===== config.mk =====
export PLATFORM = sky130hd
export DESIGN_NAME = dac_sample_sched
export DESIGN_NICKNAME = d
export VERILOG_FILES = /design/src/rtl/dac_sample_sched_pkg.sv /design/src/rtl/dac_sample_sched_fifo.sv /design/src/rtl/dac_sample_sched.sv
export SDC_FILE = /design/constraint.sdc
export NUM_CORES = 1
export LEC_CHECK = 0
export ABC_AREA = 1
export CORE_MARGIN = 4
export CORE_UTILIZATION = 55
export DETAILED_ROUTE_END_ITERATION = 12
export PLACE_DENSITY = 0.77
export SYNTH_ARGS = -nofsm -noshare
export SYNTH_HDL_FRONTEND = slang
export SYNTH_HIERARCHICAL = 1
export SYNTH_SLANG_ARGS = --single-unit

===== constraint.sdc =====
create_clock -name clk -period 5.5 [get_ports clk]
set_clock_uncertainty 0.1 [all_clocks]
set_input_delay 0.825 -clock clk [delete_from_list [all_inputs] [get_ports clk]]
set_output_delay 0.825 -clock clk [all_outputs]
set_load 0.05 [all_outputs]

===== src/rtl/dac_sample_sched_pkg.sv =====
// Shared definitions for the DAC sample scheduler.
//   state_t          : scheduler states (IDLE, PRIME, RUN)
//   default_idle_val : mid-scale code for a given sample width
//   level_width      : width of a FIFO occupancy count for a given address width
package dac_sample_sched_pkg;

    typedef enum logic [1:0] {
        ST_IDLE  = 2'd0,
        ST_PRIME = 2'd1,
        ST_RUN   = 2'd2
    } state_t;

    function automatic logic [31:0] default_idle_val(input int bits);
        return 32'd1 << (bits - 1);
    endfunction

    // One extra bit so a completely full FIFO (2^aw entries) is representable.
    function automatic int level_width(input int aw);
        return aw + 1;
    endfunction

endpackage


===== src/rtl/dac_sample_sched_fifo.sv =====
// Synchronous FIFO used as the sample buffer.
//   clk, rst_n : clock, async active-low reset
//   push/wdata : write a word (caller guarantees !full)
//   pop/rdata  : rdata shows the head; pop advances past it (ignored when empty)
//   flush      : clears pointers and level; overrides push and pop
//   level      : occupancy 0..2^AW; full/empty derived from it
module sched_fifo
    import dac_sample_sched_pkg::*;
#(
    parameter int W  = 16,
    parameter int AW = 4,
    localparam int LW = level_width(AW)
) (
    input  logic          clk,
    input  logic          rst_n,
    input  logic          push,
    input  logic          pop,
    input  logic          flush,
    input  logic [W-1:0]  wdata,
    output logic [W-1:0]  rdata,
    output logic [LW-1:0] level,
    output logic          full,
    output logic          empty
);

    localparam int DEPTH = 1 << AW;

    logic [W-1:0]  mem [DEPTH];
    logic [AW-1:0] wr_ptr;
    logic [AW-1:0] rd_ptr;
    logic          do_push;
    logic          do_pop;

    assign full    = (level == LW'(DEPTH));
    assign empty   = (level == '0);
    assign do_push = push && !full && !flush;
    assign do_pop  = pop && !empty && !flush;
    assign rdata   = mem[rd_ptr];

    // Storage left without reset so it can map onto a RAM.
    always_ff @(posedge clk) begin
        if (do_push) begin
            mem[wr_ptr] <= wdata;
        end
    end

    always_ff @(posedge clk or negedge rst_n) begin
        if (!rst_n) begin
            wr_ptr <= '0;
            rd_ptr <= '0;
            level  <= '0;
        end else if (flush) begin
            wr_ptr <= '0;
            rd_ptr <= '0;
            level  <= '0;
        end else begin
            if (do_push) begin
                wr_ptr <= wr_ptr + 1'b1;
            end
            if (do_pop) begin
                rd_ptr <= rd_ptr + 1'b1;
            end
            case ({do_push, do_pop})
                2'b10:   level <= level + 1'b1;
                2'b01:   level <= level - 1'b1;
                default: level <= level;
            endcase
        end
    end

endmodule


===== src/rtl/dac_sample_sched.sv =====
// Sample scheduler for the hybrid R2R+PWM DAC.
//   clk, rst_n               : clock, async active-low reset
//   enable                   : 1 = play buffered samples, 0 = mid-scale idle
//   flush                    : pulse, empties the sample FIFO
//   s_valid/s_ready/s_data   : producer push port
//   val_req                  : per-frame request from the DAC core
//   dac_val                  : registered sample the DAC captures at the next val_req
//   running                  : high while in RUN
//   underrun/underrun_cnt    : per-event pulse and saturating event count
//   fifo_level               : FIFO occupancy
//
// state | meaning
// IDLE  | not playing; dac_val forced to IDLE_VAL at each val_req
// PRIME | waiting for fifo_level >= PREFILL; dac_val held
// RUN   | one pop per val_req; empty FIFO at val_req is an underrun
module dac_sample_sched
    import dac_sample_sched_pkg::*;
#(
    parameter int                  DAC_BITS = 16,
    parameter int                  FIFO_AW  = 4,
    parameter int                  PREFILL  = 8,
    parameter logic [DAC_BITS-1:0] IDLE_VAL = DAC_BITS'(default_idle_val(DAC_BITS)),
    localparam int                 LEVEL_W  = level_width(FIFO_AW)
) (
    input  logic                clk,
    input  logic                rst_n,
    input  logic                enable,
    input  logic                flush,
    input  logic                s_valid,
    output logic                s_ready,
    input  logic [DAC_BITS-1:0] s_data,
    input  logic                val_req,
    output logic [DAC_BITS-1:0] dac_val,
    output logic                running,
    output logic                underrun,
    output logic [15:0]         underrun_cnt,
    output logic [LEVEL_W-1:0]  fifo_level
);

    state_t                state;
    logic                  fifo_full;
    logic                  fifo_empty;
    logic                  push;
    logic                  pop;
    logic [DAC_BITS-1:0]   head;

    assign s_ready = !fifo_full && !flush;
    assign push    = s_valid && s_ready;
    // Disable takes priority over a coincident request, so that request is not served.
    assign pop     = (state == ST_RUN) && enable && val_req && !fifo_empty;

    sched_fifo #(
        .W  (DAC_BITS),
        .AW (FIFO_AW)
    ) u_fifo (
        .clk   (clk),
        .rst_n (rst_n),
        .push  (push),
        .pop   (pop),
        .flush (flush),
        .wdata (s_data),
        .rdata (head),
        .level (fifo_level),
        .full  (fifo_full),
        .empty (fifo_empty)
    );

    always_ff @(posedge clk or negedge rst_n) begin
        if (!rst_n) begin
            state        <= ST_IDLE;
            dac_val      <= IDLE_VAL;
            running      <= 1'b0;
            underrun     <= 1'b0;
            underrun_cnt <= '0;
        end else begin
            underrun <= 1'b0;
            case (state)
                ST_IDLE: begin
                    if (val_req) begin
                        dac_val <= IDLE_VAL;
                    end
                    if (enable) begin
                        state <= ST_PRIME;
                    end
                end
                ST_PRIME: begin
                    if (!enable) begin
                        state <= ST_IDLE;
                    end else if (fifo_level >= LEVEL_W'(PREFILL)) begin
                        state   <= ST_RUN;
                        running <= 1'b1;
                    end
                end
                ST_RUN: begin
                    if (!enable) begin
                        // Output only returns to mid-scale at the next frame boundary.
                        state   <= ST_IDLE;
                        running <= 1'b0;
                    end else if (val_req) begin
                        if (!fifo_empty) begin
                            dac_val <= head;
                        end else begin
                            underrun <= 1'b1;
                            if (underrun_cnt != 16'hFFFF) begin
                                underrun_cnt <= underrun_cnt + 1'b1;
                            end
                            state   <= ST_PRIME;
                            running <= 1'b0;
                        end
                    end
                end
                default: begin
                    state   <= ST_IDLE;
                    running <= 1'b0;
                end
            endcase
        end
    end

endmodule


==> metrics.md <==
| Metric | Value |
|---|---|
| Overall routing resource usage | `0.228` |
| Pwr/cell area | `315 nW/um^2` |
| Antenna diodes | `0` |
| Worst-Margin Slew | `1.25 ns` |
| DP Cell Count | `1447` |
| Peak VDD IR | `0.275 mV` |
| Mapped Area | `12900 um^2` |
| Routed vias | `8640` |
| Worst slew margin | `0.166` |
| Bufs on Longest Clock Path | `3` |
| Number of buffers created by CTS | `31` |
| NumNets Final | `1199` |
| Vias in the first global route | `8324` |
| Setup-failing EPs final | `0` |
| Leak | `0.00517 uW` |
| CTS root buffer | `clkbuf_16` |
| Synth area leader | `edfxtp_1` |
| Outcome | `finished clean` |
| Dpl hpwl | `18300 um` |
| Final worst-path cycle share | `0.578` |
| Overall power | `4590 uW` |
| Max Slew Vio Count | `0` |
| Worst r2r src | `u_fifo/rd_ptr[0]$_DFFE_PN0P_` |
| Min cycle time layout | `3.18 ns` |
| Initial Util | `0.565` |
| Top-area cell type share of the netlist area | `0.595` |
| Die H | `161 um` |
| Startpoint class of the critical path | `flip-flop` |
| Largest net degree at the start of global routing | `105` |
| Count of state elements after synthesis | `305` |
| CTS HTree Levels | `1` |
| Initial DRC count | `1156` |
| Worst hold path class | `in2async` |
| Grt ovf | `0` |
| Initial antenna violation count | `0` |
| FF-to-FF End | `dac_val[14]$_DFFE_PN0P_` |
| Synth warnings | `6` |
| Flop2flop setup slack | `2.32 ns` |
| Clock sinks | `305` |
| RePlAce Congestion | `0.873` |
| TritonCTS clock tree | `yes` |
| Share of layout cells above drive strength 1 | `0.0944` |
| Fmax | `0.314 GHz` |
| Hold Slack | `0.283 ns` |
| Core Region | `22800 um^2` |
| First-pass GRT wire length | `46300 um` |
| PortBufs | `61` |
| Clock latency on the worst-skew pair | `0.55 ns` |
| Final Non-Filler Cells | `1499` |
| CP Class | `reg2reg` |
| Req. time, crit path | `5.85 ns` |
| CP Launch Point | `u_fifo/rd_ptr[0]$_DFFE_PN0P_` |
| Post-Syn Area per Cell | `11.6 um^2` |
| DR pass1 iterations | `6` |
| Area Growth Syn to Fin | `12.9%` |
| Reg clk slew, reported paths | `0.06 ns` |
| Post-CTS setup buffers | `0` |
| Post-synthesis sequential area ratio | `0.690` |
| Hold Vio Cnt, Final | `0` |
| Chip Width | `161 um` |
| WL final | `29800 um` |
| Distinct cells, synth | `40` |
| Final instance area | `14600 um^2` |
| R2r worst-path depth | `10` |
| Synth Instances | `1116` |
| Antenna-violating nets left | `0` |
| # hold bufs at CTS | `0` |
| Row cnt | `55` |
| Worst Setup End Kind | `flip-flop` |
| DR WL/cell | `19.9 um` |
| MaxCap Viol Count | `0` |
| RSZ-0062 raised after global routing | `no` |
| TNS Setup | `0 ns` |
| DRC Markers | `0` |
| Post-Synthesis Net Count | `1148` |
| PostCTS Resize Cnt | `0` |
| CP max FO | `79` |
| Die ar. | `26000 um^2` |
| Top Ports | `62` |
| WP data arrival | `3.53 ns` |
| Post-DP Area | `13700 um^2` |
| Vias per Instance | `5.76` |
| Ranking of synthesized cells by area | `edfxtp_1 60%, dfrtp_1 9.3%, nand2_1 6.7%` |
-- worst max-delay path: stages (launching register included) --
cell and delay (ns):
dfrtp_4 0.66, inv_4 0.71, buf_4 0.51, nor2_1 0.09, nor2_1 0.09, o21ai_0 0.14
o211ai_1 0.15, nand4_1 0.23, nand2_1 0.15, nand3_1 0.07, o21ai_0 0.12
-- final cells by class --
class	count	area [um^2]
Fill cell	1717	8260
Clock inverter	13	61.3
Inverter	72	282
Sequential cell	305	8920
Tap cell	313	392
Multi-Input combinational cell	687	3460
Timing Repair Buffer	70	673
Clock buffer	39	806
-- cell families after synthesis --
| family | count (synthesis) | share of synthesized area |
|---|---|---|
| compound gates | 174 | 0.0757 |
| xor+xnor | 7 | 0.00475 |
| fa+ha+maj | 10 | 0.0103 |
| buf+inv | 124 | 0.0460 |
| flops | 305 | 0.690 |
| simple gates | 496 | 0.173 |
-- power breakdown --
part	internal, uW	switching, uW	leakage, uW
clock	1020	812	0.000429
sequential	2530	18.7	0.00294
combinational	56.8	153	0.00180
total	3610	984	0.00517
-- metal layers --
metal,global-route usage,routed length (um),vias up
met5,0,0,-
met4,0.0706,974,0
met3,0.0375,2510,65
met2,0.385,14600,391
met1,0.306,11800,4165
li1,-,-,4019
-- synthesized netlist by cell type, drive strengths merged --
master	number
fa	1
o211ai	28
nand3	100
clkinv	2
nand2	245
o21ai	112
ha	9
o22ai	4
nand4	32
inv	70
xnor2	4
edfxtp	256
o21a	1
dfstp	1
dfrtp	48
clkbuf	10
nor3	7
a21oi	29
nor3b	1
xor2	3
nor2	109
buf	42
nand3b	2
-- sequential cells by signal (all words and copies together), names as in the netlist --
name and flops:
u_fifo/mem 256, running 1, state 2, underrun 1, dac_val 16, u_fifo/rd_ptr 4
u_fifo/level 5, underrun_cnt 16, u_fifo/wr_ptr 4
-- cells in the final DEF, fill, tap and decap left out, types with 13 or more instances in the layout --
cell type        instances
inv_1                   60
dfrtp_1                 46
nand2_2                 13
clkdlybuf4s50_1         60
o211ai_1                28
nand2_1                230
a21oi_1                 29
nor2_2                  14
clkbuf_16               31
edfxtp_1               256
nand3_1                 97
nor2_1                  89
nand4_1                 32
o21ai_0                 95
-- worst max-delay path by stage --
stage | endpoint | cells past startpoint
2_1_floorplan | u_fifo/mem[12][0]$_DFFE_PP_ | 8
3_3_place_gp | u_fifo/mem[5][11]$_DFFE_PP_ | 6
3_5_place_dp | u_fifo/mem[14][14]$_DFFE_PP_ | 6
4_1_cts | s_ready | 3
5_1_grt | dac_val[14]$_DFFE_PN0P_ | 10
6_report | dac_val[14]$_DFFE_PN0P_ | 10
-- stage by stage --
step | utilization | worst slack (ns)
final | 0.639 | 2.32
after global routing | 0.639 | 2.10
after CTS | 0.639 | 2.33
after detailed placement | 0.601 | 1.94
after global placement | 0.601 | 2.04
after floorplan | - | 2.14
(Power assumes the default switching activity.)
